### src/rtl/timer_bar_gen.sv
// timer_bar_gen
//   Round countdown timer plus per-pixel overlay flags for the on-screen
//   timer bar. The countdown runs in whole seconds (sec_left) and, in
//   parallel, shrinks a fill width by one pixel every PIX_TICKS clocks so the
//   bar empties smoothly over the round.
//   Ports:
//     clk, reset_n            pixel clock, asynchronous active-low reset
//     x_pixel, y_pixel, DE    current raster position and active-video flag
//     frame_tick              start of vertical blanking (display latch strobe)
//     start, hold, clear      round control (clear > start > hold)
//     timer_area, timer_left  registered pixel flags (1-cycle latency)
//     sec_left, time_out      remaining seconds, one-cycle expiry pulse
//     running                 high while the countdown is in RUN
module timer_bar_gen #(
  parameter int unsigned CLK_HZ   = 32'd25_000_000,
  parameter int unsigned TIME_SEC = 32'd60,
  parameter int unsigned BAR_X0   = 32'd20,
  parameter int unsigned BAR_Y0   = 32'd10,
  parameter int unsigned BAR_W    = 32'd600,
  parameter int unsigned BAR_H    = 32'd12
) (
  input  logic       clk,
  input  logic       reset_n,
  input  logic [9:0] x_pixel,
  input  logic [9:0] y_pixel,
  input  logic       DE,
  input  logic       frame_tick,
  input  logic       start,
  input  logic       hold,
  input  logic       clear,
  output logic       timer_area,
  output logic       timer_left,
  output logic [6:0] sec_left,
  output logic       time_out,
  output logic       running
);

  // Clocks per pixel of fill; 64-bit so CLK_HZ*TIME_SEC cannot overflow.
  localparam longint unsigned PIX_RAW = (64'(CLK_HZ) * 64'(TIME_SEC)) / 64'(BAR_W);
  localparam int unsigned PIX_TICKS = (PIX_RAW < 64'd1) ? 32'd1 : 32'(PIX_RAW);
  localparam int unsigned SEC_CW = (CLK_HZ > 32'd1) ? $clog2(CLK_HZ) : 32'd1;
  localparam int unsigned PIX_CW = (PIX_TICKS > 32'd1) ? $clog2(PIX_TICKS) : 32'd1;

  localparam logic [SEC_CW-1:0] SEC_LAST = SEC_CW'(CLK_HZ - 32'd1);
  localparam logic [PIX_CW-1:0] PIX_LAST = PIX_CW'(PIX_TICKS - 32'd1);
  localparam logic [6:0]        SEC_FULL = 7'(TIME_SEC);
  localparam logic [9:0]        FILL_FULL = 10'(BAR_W);
  localparam logic [10:0]       X_LO = 11'(BAR_X0);
  localparam logic [10:0]       X_HI = 11'(BAR_X0 + BAR_W);
  localparam logic [10:0]       Y_LO = 11'(BAR_Y0);
  localparam logic [10:0]       Y_HI = 11'(BAR_Y0 + BAR_H);

  typedef enum logic [1:0] {
    S_IDLE    = 2'd0,
    S_RUN     = 2'd1,
    S_PAUSE   = 2'd2,
    S_EXPIRED = 2'd3
  } state_e;

  state_e            state_q, state_d;
  logic [SEC_CW-1:0] sec_cnt_q, sec_cnt_d;
  logic [PIX_CW-1:0] pix_cnt_q, pix_cnt_d;
  logic [6:0]        sec_left_q, sec_left_d;
  logic [9:0]        fill_w_q, fill_w_d;
  logic [9:0]        fill_disp_q, fill_disp_d;
  logic              time_out_q, time_out_d;
  logic              running_q, running_d;
  logic              area_q, area_d;
  logic              left_q, left_d;

  logic              sec_wrap_s, pix_wrap_s, expire_s;
  logic [10:0]       x_ext_s, y_ext_s;

  assign sec_wrap_s = (sec_cnt_q == SEC_LAST);
  assign pix_wrap_s = (pix_cnt_q == PIX_LAST);
  // Expiry only when this RUN cycle is not overridden by clear/start.
  assign expire_s   = (state_q == S_RUN) && sec_wrap_s && (sec_left_q == 7'd1) &&
                      !clear && !start;
  assign x_ext_s    = {1'b0, x_pixel};
  assign y_ext_s    = {1'b0, y_pixel};

  // State register.
  always_ff @(posedge clk or negedge reset_n) begin
    if (!reset_n) begin
      state_q <= S_IDLE;
    end else begin
      state_q <= state_d;
    end
  end

  // Next-state logic; clear beats start beats hold, expiry beats hold.
  always_comb begin
    state_d = state_q;
    if (clear) begin
      state_d = S_IDLE;
    end else if (start) begin
      state_d = S_RUN;
    end else begin
      case (state_q)
        S_IDLE:    state_d = S_IDLE;
        S_RUN: begin
          if (expire_s) begin
            state_d = S_EXPIRED;
          end else if (hold) begin
            state_d = S_PAUSE;
          end else begin
            state_d = S_RUN;
          end
        end
        S_PAUSE: begin
          if (hold) begin
            state_d = S_PAUSE;
          end else begin
            state_d = S_RUN;
          end
        end
        S_EXPIRED: state_d = S_EXPIRED;
        default:   state_d = S_IDLE;
      endcase
    end
  end

  // FSM outputs, registered so running/time_out line up with the state.
  always_comb begin
    running_d  = (state_d == S_RUN);
    time_out_d = expire_s;
  end

  // Countdown datapath: second and fill counters advance only in RUN.
  always_comb begin
    sec_cnt_d  = sec_cnt_q;
    pix_cnt_d  = pix_cnt_q;
    sec_left_d = sec_left_q;
    fill_w_d   = fill_w_q;
    if (clear || start) begin
      sec_cnt_d  = '0;
      pix_cnt_d  = '0;
      sec_left_d = SEC_FULL;
      fill_w_d   = FILL_FULL;
    end else begin
      case (state_q)
        S_RUN: begin
          if (sec_wrap_s) begin
            sec_cnt_d  = '0;
            sec_left_d = sec_left_q - 7'd1;
          end else begin
            sec_cnt_d  = sec_cnt_q + SEC_CW'(1);
          end
          if (pix_wrap_s) begin
            pix_cnt_d = '0;
            if (fill_w_q != 10'd0) begin
              fill_w_d = fill_w_q - 10'd1;
            end else begin
              fill_w_d = 10'd0;
            end
          end else begin
            pix_cnt_d = pix_cnt_q + PIX_CW'(1);
          end
          // Rounding of PIX_TICKS can leave pixels over; expiry empties the bar.
          if (expire_s) begin
            fill_w_d  = 10'd0;
            sec_cnt_d = '0;
            pix_cnt_d = '0;
          end else begin
            fill_w_d  = fill_w_d;
          end
        end
        S_PAUSE: begin
          sec_cnt_d = sec_cnt_q;
        end
        S_EXPIRED: begin
          sec_cnt_d  = '0;
          pix_cnt_d  = '0;
          sec_left_d = 7'd0;
          fill_w_d   = 10'd0;
        end
        default: begin
          sec_cnt_d  = '0;
          pix_cnt_d  = '0;
          sec_left_d = SEC_FULL;
          fill_w_d   = FILL_FULL;
        end
      endcase
    end
  end

  // Fill width shown on screen only changes during vertical blanking.
  always_comb begin
    if (frame_tick) begin
      fill_disp_d = fill_w_q;
    end else begin
      fill_disp_d = fill_disp_q;
    end
  end

  // Pixel flags; timer_left is a subset of timer_area by construction.
  always_comb begin
    area_d = DE && (x_ext_s >= X_LO) && (x_ext_s < X_HI) &&
             (y_ext_s >= Y_LO) && (y_ext_s < Y_HI);
    left_d = area_d && (x_ext_s < (X_LO + {1'b0, fill_disp_q}));
  end

  // Datapath, display latch and output registers.
  always_ff @(posedge clk or negedge reset_n) begin
    if (!reset_n) begin
      sec_cnt_q   <= '0;
      pix_cnt_q   <= '0;
      sec_left_q  <= SEC_FULL;
      fill_w_q    <= FILL_FULL;
      fill_disp_q <= FILL_FULL;
      time_out_q  <= 1'b0;
      running_q   <= 1'b0;
      area_q      <= 1'b0;
      left_q      <= 1'b0;
    end else begin
      sec_cnt_q   <= sec_cnt_d;
      pix_cnt_q   <= pix_cnt_d;
      sec_left_q  <= sec_left_d;
      fill_w_q    <= fill_w_d;
      fill_disp_q <= fill_disp_d;
      time_out_q  <= time_out_d;
      running_q   <= running_d;
      area_q      <= area_d;
      left_q      <= left_d;
    end
  end

  assign timer_area = area_q;
  assign timer_left = left_q;
  assign sec_left   = sec_left_q;
  assign time_out   = time_out_q;
  assign running    = running_q;

endmodule

### config.mk
export PLATFORM = sky130hd
export DESIGN_NAME = timer_bar_gen
export DESIGN_NICKNAME = d
export VERILOG_FILES = /design/src/rtl/timer_bar_gen.sv
export SDC_FILE = /design/constraint.sdc
export NUM_CORES = 1
export LEC_CHECK = 0
export ABC_AREA = 1
export CAP_MARGIN = 10
export CORE_MARGIN = 1
export CORE_UTILIZATION = 50
export DETAILED_ROUTE_END_ITERATION = 8
export PLACE_DENSITY_LB_ADDON = 0.12
export SYNTH_ARGS = -nofsm -noshare
export SYNTH_HDL_FRONTEND = slang
export SYNTH_SLANG_ARGS = --single-unit
### constraint.sdc
create_clock -name clk -period 2.25 [get_ports clk]
set_input_delay 0.225 -clock clk [delete_from_list [all_inputs] [get_ports clk]]
set_output_delay 0.225 -clock clk [all_outputs]
set_load 0.01 [all_outputs]
After elaboration in Yosys (flattened, before gate mapping)
Index checks and enable logic that the tools add are counted.
Widths: inputs -> output; s select.
{"block": "op_classes", "n_addsub": 5, "order_cmp": 5, "eq_ne": 10, "n_mux": 21, "reduce_logical": 16}
{"op": "$mux 25", "count": 3}
{"op": "$mux 22", "count": 3}
{"op": "$pmux 25 s2", "count": 1}
{"op": "$pmux 22 s2", "count": 1}
{"op": "$mux 10", "count": 4}
{"op": "$pmux 10 s3", "count": 1}
{"op": "$add 25x1->25 const B", "count": 1}
{"op": "$eq 25x25->1 const B", "count": 1}
{"op": "$add 22x1->22 const B", "count": 1}
{"op": "$eq 22x22->1 const B", "count": 1}
{"op": "$pmux 7 s3", "count": 1}
{"op": "$mux 7", "count": 2}
{"op": "$add 5x10->11 const A", "count": 1}
{"op": "$lt 10x11->1", "count": 1}
{"op": "$ge 10x4->1 const B", "count": 1}
{"op": "$ge 10x5->1 const B", "count": 1}
{"op": "$lt 10x10->1 const B", "count": 1}
{"op": "$lt 10x5->1 const B", "count": 1}
{"op": "$reduce_bool 10->1", "count": 1}
{"op": "$sub 10x1->10 const B", "count": 1}
{"op": "$logic_and 1x1->1", "count": 9}
{"op": "$mux 2", "count": 4}
{"op": "$pmux 2 s4", "count": 1}
{"op": "$eq 7x1->1 const B", "count": 1}
{"op": "other kinds (10)", "count": 14}
{"block": "word_totals", "regBits": 80, "in_bits": 27, "out_inout_bits": 11, "wordCells": 67}

Longest topological paths before layout
Gate-level depths: netlist of the first run.
{"block": "logic_depth", "word_depth": 10, "mapped_depth": 13, "mapped_depth_nobuf": 13}

Worst setup path after synthesis of the first run
No wires, ideal clock.
{"block": "synth_path", "path_kind": "register -> register", "start": "register fill_disp_q[3]", "end": "register left_q, in the netlist timer_left", "setup_time_ps": 71, "t_arrival_ps": 1853, "setup_slack_ps": 325, "path_stages_with_launch": 13, "n_path_buf": 0, "synth_period_minus_slack_ps": 1925, "path_cell_list": "dfstp_2 ha_1 nor2_1 nor2_1 nand3_1 xor2_1 ha_1 a21oi_1 nand3b_1 nand2_1 nor2_1 nand2_1 nor2_1"}
{"block": "synth_between", "elab_chain_cells": 3}
{"item": "from (decl)", "line": "65", "rtl": "logic [9:0] fill_disp_q, fill_disp_d;"}
{"item": "from (signal assigned)", "line": "220", "rtl": "fill_disp_q <= fill_disp_d;"}
{"item": "$add 5x10->11", "line": "200", "rtl": "left_d = area_d && (x_ext_s < (X_LO + {1'b0, fill_disp_q}));"}
{"item": "$lt 10x11->1", "line": "200"}
{"item": "$logic_and 1x1->1", "line": "200"}
{"item": "named net left_d", "line": "69", "rtl": "logic left_q, left_d;"}
{"item": "to (signal assigned)", "line": "224", "rtl": "left_q <= left_d;"}
{"item": "to (decl)", "line": "69"}
The timed path passes the listed nets, and every way through them passes these cells.
A chain may end at the register's enable or synchronous reset.

Final worst setup path of the first run
Ends and elaborated chain as after synthesis.

==> report_table.html, run 1 <==
<table>
<tr><th>Metric</th><th>Value</th></tr>
<tr><th colspan="2">Floorplan</th></tr>
<tr><td>Overall die area</td><td>10100 µm²</td></tr>
<tr><td>Site row count</td><td>35</td></tr>
<tr><td>Overall die height</td><td>~100 µm</td></tr>
<tr><td>Starting density of the core</td><td>0.519</td></tr>
<tr><td>Die span in x</td><td>100 µm</td></tr>
<tr><td>Core region area</td><td>9330 µm²</td></tr>
<tr><td>Number of ports placed on the die boundary</td><td>38</td></tr>
<tr><th colspan="2">Synth</th></tr>
<tr><td>Synthesized flop and latch total</td><td>80</td></tr>
<tr><td>Distinct cell type count after synthesis</td><td>42</td></tr>
<tr><td>Net count after synthesis</td><td>~670</td></tr>
<tr><td>Share of synthesized area occupied by flip-flops and latches</td><td>0.417</td></tr>
<tr><td>Cell area after technology mapping</td><td>4840 µm²</td></tr>
<tr><td>Synth warnings</td><td>0</td></tr>
<tr><td>Syn avg cell area</td><td>~7.7 µm²</td></tr>
<tr><td>Cells after synthesis</td><td>626</td></tr>
<tr><th colspan="2">Outcome</th></tr>
<tr><td>Run status</td><td>complete, no violations</td></tr>
<tr><th colspan="2">Place</th></tr>
<tr><td>Cell count after placement</td><td>~790</td></tr>
<tr><td>Pre-CTS setup slack</td><td>108 ps</td></tr>
<tr><td>DP Wirelength</td><td>7.55 mm</td></tr>
<tr><td>Count of input and output buffers</td><td>36</td></tr>
<tr><td>GPL Wtd Cong</td><td>about 0.9</td></tr>
<tr><th colspan="2">Drt</th></tr>
<tr><td>DR vias</td><td>4186</td></tr>
<tr><td>Wire per inst</td><td>roughly 13 µm</td></tr>
<tr><td>Detailed-routing iteration count for the pre-antenna-repair pass</td><td>5</td></tr>
<tr><td>Drt drc</td><td>0</td></tr>
<tr><td>WL final</td><td>approximately 10 mm</td></tr>
<tr><td>Initial detailed-routing violation count</td><td>173</td></tr>
<tr><td>Via density per instance</td><td>5.20</td></tr>
<tr><td>Antenna Nets Post-Route</td><td>0</td></tr>
<tr><th colspan="2">STA</th></tr>
<tr><td>Worst relative slew slack</td><td>0.661</td></tr>
<tr><td>Setup ws final</td><td>170 ps</td></tr>
<tr><td>Number of slew-limit violations in the final report</td><td>0</td></tr>
<tr><td>Maximum clock frequency</td><td>between 400 and 500 MHz</td></tr>
<tr><td>Final worst-path cycle share</td><td>0.924</td></tr>
<tr><td>Clock period minus worst slack</td><td>2080 ps</td></tr>
<tr><td>Worst-case clock skew</td><td>~13 ps</td></tr>
<tr><td>Pin slew with the least headroom to its limit</td><td>506 ps</td></tr>
<tr><td>Worst hold-check slack</td><td>365 ps</td></tr>
<tr><td>Final hold vios</td><td>0</td></tr>
<tr><td>Total negative slack for setup checks</td><td>0 ps</td></tr>
<tr><td>Count of endpoints failing setup in the final report</td><td>0</td></tr>
<tr><td>Setup repair after global routing missed its margin</td><td>false</td></tr>
<tr><th colspan="2">Critical path</th></tr>
<tr><td>Cell at the slowest stage of the critical path</td><td>dfstp_2</td></tr>
<tr><td>Buffers plus inverters on the worst setup path</td><td>0</td></tr>
<tr><td>Startpoint class of the critical path</td><td>flop</td></tr>
<tr><td>Crit path arrival time</td><td>2360 ps</td></tr>
<tr><td>Largest delay share family, worst path</td><td>simple AND/OR/NAND/NOR gates</td></tr>
<tr><td>Nature of the critical path endpoint</td><td>flop</td></tr>
<tr><td>Type of the worst setup path</td><td>reg2reg</td></tr>
<tr><td>Slowest stage delay, CP</td><td>570 ps</td></tr>
<tr><td>Data required time at the worst endpoint</td><td>roughly 2500 ps</td></tr>
<tr><td>Chain of cells forming the critical path</td><td>ha_4, nor2_4, nor2_4, nand3_2, xor2_1, ha_1, a21oi_2, nand3b_1, nand2_1, nor2_1, nand2_1, nor2_1</td></tr>
<tr><td>CP Max Fanout</td><td>2</td></tr>
<tr><th colspan="2">Cells and area</th></tr>
<tr><td>Area Growth Syn to Fin</td><td>15.8%</td></tr>
<tr><td>Inserted Diodes</td><td>0</td></tr>
<tr><td>Cell Count, Final, Fillers Out</td><td>805</td></tr>
<tr><td>Combined area of the multi-input logic cells</td><td>2480 µm²</td></tr>
<tr><td>Sequential Area</td><td>2020 µm²</td></tr>
<tr><td>Layout fillers</td><td>~850</td></tr>
<tr><td>Core Util, Final</td><td>0.601</td></tr>
<tr><td>Share of post-route cells with drive strength above 1</td><td>0.117</td></tr>
<tr><td>Number of nets in the final layout</td><td>713</td></tr>
<tr><th colspan="2">Power and ir drop</th></tr>
<tr><td>Largest voltage drop on the vdd net</td><td>0.317 mV</td></tr>
<tr><td>Total leakage power</td><td>2.42 nW</td></tr>
<tr><td>PD cells</td><td>534 nW/µm²</td></tr>
<tr><th colspan="2">GRT</th></tr>
<tr><td>Number of antenna violations at the first check in global routing</td><td>0</td></tr>
<tr><td>Pin count of the biggest net entering global routing</td><td>45</td></tr>
<tr><td>GRT Residual Overflow</td><td>0</td></tr>
<tr><td>Global-route wire length before repair</td><td>between 15 and 20 mm</td></tr>
<tr><td>Via count of the first global-routing pass</td><td>3929</td></tr>
<tr><td>Global-route usage over all layers</td><td>0.216</td></tr>
<tr><th colspan="2">CTS</th></tr>
<tr><td>Clock tree from TritonCTS</td><td>built</td></tr>
<tr><td>Cts bufs inserted</td><td>9</td></tr>
<tr><td>H-tree Lvls</td><td>3</td></tr>
<tr><td>Clock sink total</td><td>80</td></tr>
<tr><td>Root Buffer Master</td><td>clkbuf_8</td></tr>
<tr><td>Clock slew at the register clock pins of the worst setup and hold paths</td><td>90 ps</td></tr>
<tr><td>Clock latency on the worst-skew pair</td><td>350 ps</td></tr>
<tr><td>CTS max path bufs</td><td>2</td></tr>
<tr><th colspan="2">Flow run</th></tr>
<tr><td>Max-Cap Viols</td><td>0</td></tr>
<tr><th colspan="2">Hold path</th></tr>
<tr><td>Type of the tightest min-delay check</td><td>in2async</td></tr>
</table>
## registers in the layout, indices dropped and copies added, names as in the netlist
signal,count
time_out,1
state_q,2
running,1
sec_left,7
timer_left,1
timer_area,1
pix_cnt_q,22
sec_cnt_q,25
fill_disp_q,10
fill_w_q,10
## layer usage
layer	vias up	share of wire	track usage
met4	0	0.011	0.0680
met2	80	0.46	0.356
met1	1964	0.49	0.293
met3	11	0.039	0.0320
met5	-	0	0
li1	2131	-	-
## placed cells by master (no fill, tap or decap), drive strengths merged, types with 4 or more instances in the layout
master / n
o21ai: 44
a31oi: 4
nand2: 134
dfrtp: 68
buf: 7
dfstp: 12
ha: 15
xor2: 28
nand3b: 4
inv: 85
a21oi: 25
clkbuf: 11
nand4: 20
nor3: 22
nand3: 35
clkdlybuf4s50: 35
nor2: 102
## power breakdown
group	switching, W	total (W)	internal, W
registers	0.0000406	0.00153	0.00149
logic	0.000217	0.000389	0.000172
clock network	0.000532	0.00107	0.000542
## cells in the mapped netlist, drive strengths merged
master  instances  share of area
nand2         134           0.11
nor2          102          0.093
nand4          20          0.030
inv            85          0.066
nor3b           2         0.0031
a22oi           1         0.0016
o31a            1         0.0018
clkbuf          2         0.0016
a32o            1         0.0021
xor2           28          0.051
dfrtp          68           0.35
o211ai          3         0.0047
o31ai           2         0.0041
xnor2           3         0.0054
a21oi          25          0.026
a31oi           4         0.0052
o21bai          1         0.0016
ha             15          0.039
nor3           22          0.026
nand3          35          0.039
dfstp          12          0.065
o21ai          44          0.046
buf             7          0.011
or2             1         0.0013
nor4            2         0.0026
nand3b          4         0.0062
o22ai           2         0.0026
## worst register-to-register path, cell delays in order (launching register included)
cell,delay (ps)
dfstp_2,570
ha_4,150
nor2_4,40
nor2_4,110
nand3_2,100
xor2_1,170
ha_1,320
a21oi_2,120
nand3b_1,110
nand2_1,60
nor2_1,100
nand2_1,60
nor2_1,90
## metrics by stage
step	total power (W)	area [µm²]
5_1_grt	0.00314	5600
3_5_place_dp	0.00194	5350
4_1_cts	0.00302	5560
3_3_place_gp	0.00192	5350
2_1_floorplan	0.00177	4840
6_report	0.00299	5600
## timing repair
action,4_1_cts,5_1_grt
hold buffers,1,0
gates resized for setup,0,10
endpoints found under the hold margin,32,0
setup endpoints to repair,0,1
setup buffers,0,1
## kinds of logic (layout without fill, tap and decap cells)
group,after synthesis,count (layout),synth area share
simple gates,322,322,0.314
buf+inv,94,144,0.0794
compound gates,84,84,0.0949
flops,80,80,0.417
xor+xnor,31,31,0.0561
fa+ha+maj,15,15,0.0388
## layout make-up
cell class / count / share of cell area
Multi-Input combinational cell: 452 / 0.443
Tap cell: 129 / 0.0288
Inverter: 85 / 0.0574
Timing Repair Buffer: 43 / 0.0759
Sequential cell: 80 / 0.360
Clock inverter: 5 / 0.0103
Clock buffer: 11 / 0.0252
## worst paths after layout
check | from | end | slack (ps) | cells after the start
hold / removal | reset_n | fill_disp_q[0] | 370 | 2
hold reg to reg | fill_w_q[4] | fill_disp_q[4] | 480 | 2
setup / recovery | fill_disp_q[3] | timer_left | 170 | 12
min in group clk | fill_w_q[4] | fill_disp_q[4] | 480 | 2
setup reg to reg | fill_disp_q[3] | timer_left | 170 | 12
max in group asynchronous | reset_n | sec_left[3] | 1230 | 3
(Power assumes the default switching activity.)
==> run 2: changes to the inputs <==
CORE_UTILIZATION = 59   (was 50)
PLACE_DENSITY = 0.81   (was unset)
PLACE_DENSITY_LB_ADDON = unset   (was 0.12)
==> run 2 against run 1 <==
  * Fmax fell by 1.2%
  * Setup slack got worse by 24 ps
  * Highest routed layer unchanged
  * First-iteration DRC count is 51% higher
  * Critical path type unchanged
  * Largest cell class unchanged
==> report_table.html, run 2 (synthesized netlist as in run 1, its figures left out) <==
<table>
<tr><th>Metric</th><th>Value</th></tr>
<tr><th colspan="2">Power and ir drop</th></tr>
<tr><td>Combinational share of power</td><td>0.128 (-0.002)</td></tr>
<tr><td>PD cells</td><td>540 nW/µm² (+1.0%)</td></tr>
<tr><td>Largest voltage drop on the vdd net</td><td>0.344 mV (+8.6%)</td></tr>
<tr><td>Total leakage power</td><td>2.44 nW (+0.87%)</td></tr>
<tr><td>Clock network power share</td><td>0.362 (+0.003)</td></tr>
<tr><td>Switching part of the total</td><td>0.264 (+0.000443)</td></tr>
<tr><td>Portion of total power attributed to sequential cells</td><td>0.509 (-0.002)</td></tr>
<tr><td>NetSw</td><td>0.000792 W (+0.33%)</td></tr>
<tr><td>Power Internal</td><td>0.00221 W (+0.10%)</td></tr>
<tr><td>Tot Pwr</td><td>0.00300 W (+0.16%)</td></tr>
<tr><th colspan="2">Critical path</th></tr>
<tr><td>Data required time at the worst endpoint</td><td>2530 ps (about the same)</td></tr>
<tr><td>Worst setup slack for register-to-register paths</td><td>150 ps (-20 ps)</td></tr>
<tr><td>CP Max Fanout</td><td>2 (unchanged)</td></tr>
<tr><td>Crit path arrival time</td><td>2380 ps (+20 ps)</td></tr>
<tr><td>Startpoint class of the critical path</td><td>flop</td></tr>
<tr><td>Worst r2r dst</td><td>timer_left</td></tr>
<tr><td>Nature of the critical path endpoint</td><td>flop</td></tr>
<tr><td>Reg2Reg Depth</td><td>12 (unchanged)</td></tr>
<tr><td>Startpoint of the worst register-to-register path</td><td>fill_disp_q[3]</td></tr>
<tr><td>Type of the worst setup path</td><td>reg2reg</td></tr>
<tr><th colspan="2">GRT</th></tr>
<tr><td>GRT Residual Overflow</td><td>0 (unchanged)</td></tr>
<tr><td>Number of antenna violations at the first check in global routing</td><td>0 (unchanged)</td></tr>
<tr><td>Global-route usage over all layers</td><td>0.258 (+0.0428)</td></tr>
<tr><td>Pin count of the biggest net entering global routing</td><td>45 (unchanged)</td></tr>
<tr><td>Via count of the first global-routing pass</td><td>4084 (+3.9%)</td></tr>
<tr><td>Global-route wire length before repair</td><td>17.7 mm (+1.9%)</td></tr>
<tr><th colspan="2">Outcome</th></tr>
<tr><td>Run status</td><td>complete, no violations</td></tr>
<tr><th colspan="2">Floorplan</th></tr>
<tr><td>Overall die area</td><td>8570 µm² (-15%)</td></tr>
<tr><td>Site row count</td><td>32 (-8.6%)</td></tr>
<tr><td>Die span in x</td><td>92.6 µm (-7.8%)</td></tr>
<tr><td>Number of ports placed on the die boundary</td><td>38 (unchanged)</td></tr>
<tr><td>Core region area</td><td>7850 µm² (-16%)</td></tr>
<tr><td>Overall die height</td><td>92.6 µm (-7.8%)</td></tr>
<tr><td>Starting density of the core</td><td>0.617 (+0.0979)</td></tr>
<tr><th colspan="2">Place</th></tr>
<tr><td>Count of input and output buffers</td><td>36 (unchanged)</td></tr>
<tr><td>Pre-CTS setup slack</td><td>96.9 ps (-11.5 ps)</td></tr>
<tr><td>GPL Wtd Cong</td><td>0.902 (about the same)</td></tr>
<tr><td>DP Wirelength</td><td>7.45 mm (-1.3%)</td></tr>
<tr><td>Cell count after placement</td><td>762 (-3.2%)</td></tr>
<tr><td>Instance area after placement</td><td>5330 µm² (-0.35%)</td></tr>
<tr><th colspan="2">CTS</th></tr>
<tr><td>Clock latency on the worst-skew pair</td><td>350 ps (about the same)</td></tr>
<tr><td>Clock sink total</td><td>80 (unchanged)</td></tr>
<tr><td>Root Buffer Master</td><td>clkbuf_8</td></tr>
<tr><td>CTS max path bufs</td><td>2 (unchanged)</td></tr>
<tr><td>Cts bufs inserted</td><td>9 (unchanged)</td></tr>
<tr><td>Clock slew at the register clock pins of the worst setup and hold paths</td><td>90 ps (about the same)</td></tr>
<tr><td>H-tree Lvls</td><td>3 (unchanged)</td></tr>
<tr><td>Clock tree from TritonCTS</td><td>built</td></tr>
<tr><th colspan="2">Cells and area</th></tr>
<tr><td>Area Growth Syn to Fin</td><td>14.8%</td></tr>
<tr><td>Most frequent standard cell in the layout excluding fill and tap cells</td><td>nand2_1</td></tr>
<tr><td>Cell Count, Final, Fillers Out</td><td>780 (-3.1%)</td></tr>
<tr><td>Number of nets in the final layout</td><td>715 (+0.28%)</td></tr>
<tr><td>Inserted Diodes</td><td>0 (unchanged)</td></tr>
<tr><td>Share of post-route cells with drive strength above 1</td><td>0.114 (-0.00329)</td></tr>
<tr><td>Core Util, Final</td><td>0.708 (+0.107)</td></tr>
<tr><td>Final Instance Area</td><td>5560 µm² (-0.85%)</td></tr>
<tr><td>Top library cells by usage in the layout, fill and taps aside</td><td>nand2_1 (124), nor2_1 (90), inv_1 (75), dfrtp_1 (68), clkdlybuf4s50_1 (35)</td></tr>
<tr><td>Max reg flops</td><td>25 (unchanged)</td></tr>
<tr><td>Largest registers</td><td>sec_cnt_q x25, pix_cnt_q x22</td></tr>
<tr><td>Register with the most flip-flops</td><td>sec_cnt_q</td></tr>
<tr><th colspan="2">Drt</th></tr>
<tr><td>Detailed-routing iteration count for the pre-antenna-repair pass</td><td>5 (unchanged)</td></tr>
<tr><td>Drt drc</td><td>0 (unchanged)</td></tr>
<tr><td>Wire per inst</td><td>13.1 µm (+3.7%)</td></tr>
<tr><td>Initial detailed-routing violation count</td><td>262 (+51%)</td></tr>
<tr><td>DR vias</td><td>4263 (+1.8%)</td></tr>
<tr><td>Antenna Nets Post-Route</td><td>0 (unchanged)</td></tr>
<tr><td>WL final</td><td>10.2 mm (+0.50%)</td></tr>
<tr><td>Via density per instance</td><td>5.47 (+5.1%)</td></tr>
<tr><th colspan="2">STA</th></tr>
<tr><td>Final hold vios</td><td>0 (unchanged)</td></tr>
<tr><td>Clock period minus worst slack</td><td>2100 ps (+24.5 ps)</td></tr>
<tr><td>Number of slew-limit violations in the final report</td><td>0 (unchanged)</td></tr>
<tr><td>Final worst-path cycle share</td><td>0.935 (+0.0109)</td></tr>
<tr><td>Setup ws final</td><td>146 ps (-24.5 ps)</td></tr>
<tr><td>Count of endpoints failing setup in the final report</td><td>0 (unchanged)</td></tr>
<tr><td>Worst relative slew slack</td><td>0.611 (-0.0501)</td></tr>
<tr><td>Pin slew with the least headroom to its limit</td><td>583 ps (+76.8 ps)</td></tr>
<tr><td>Setup repair after global routing missed its margin</td><td>true</td></tr>
<tr><td>Worst-case clock skew</td><td>11.4 ps (-1.49 ps)</td></tr>
<tr><td>Maximum clock frequency</td><td>475 MHz (-1.2%)</td></tr>
<tr><th colspan="2">Hold path</th></tr>
<tr><td>Type of the tightest min-delay check</td><td>in2async</td></tr>
<tr><th colspan="2">Flow run</th></tr>
<tr><td>Max-Cap Viols</td><td>0 (unchanged)</td></tr>
</table>
==> run 2: how the worst max path moves through the flow <==
| stage | from | endpoint |
|---|---|---|
| 6_report | fill_disp_q[3] | timer_left |
| 3_3_place_gp | fill_disp_q[3] | timer_left |
| 5_1_grt | fill_disp_q[3] | timer_left |
| 2_1_floorplan | fill_disp_q[3] | timer_left |
| 4_1_cts | fill_disp_q[3] | timer_left |
| 3_5_place_dp | fill_disp_q[3] | timer_left |
==> run 2: per-layer routing <==
| layer | GRT usage | part of all wire | vias up |
|---|---|---|---|
| met5 | 0 | 0 | - |
| met4 | 0.0833 | 0.013 | 0 |
| met3 | 0.0452 | 0.054 | 16 |
| met2 | 0.428 | 0.47 | 122 |
| met1 | 0.345 | 0.46 | 2000 |
| li1 | - | - | 2125 |
==> run 2: power groups by stage <==
stage	registers, W	clock network, W	logic, W
finish	0.00153	0.00109	0.000384
global route	0.00153	0.00118	0.000444
CTS	0.00153	0.00111	0.000387
detailed placement	0.00156	0	0.000383
global placement	0.00155	0	0.000368
floorplan	0.00156	0	0.000218
==> run 2: final cells by class <==
cell class | instances | area (µm²)
repair buffers | 45 | 440
multi-input cells | 452 | 2440
well taps | 102 | 128
clock buffers | 10 | 138
fillers | 621 | 2290
flip-flops and latches | 80 | 2020
inverters | 85 | 323
clock inverters | 6 | 68.8
==> run 2: stage by stage <==
step | setup TNS, ps | hold slack, ps
after global routing | -7.66 | 457
after CTS | 0 | 421
final | 0 | 397
after floorplan | 0 | -70.6
after global placement | 0 | 256
after detailed placement | 0 | 270
==> run 2: worst max-delay path: stages (launching register included) <==
cell and delay (ps):
dfstp_2 540, ha_1 170, nor2_1 50, nor2_1 130, buf_4 130, xor2_1 160
ha_1 260, a21oi_1 180, o31a_1 150, nor2_1 40, nor2_1 70, nand2_1 60
nor2_1 80
==> run 2: timing repair <==
item | 4_1_cts | 5_1_grt
setup endpoints to repair | 0 | 2
hold buffers | 1 | 0
buffers inserted | 0 | 1
gates resized for setup | 0 | 3
hold endpoints to repair | 34 | 0
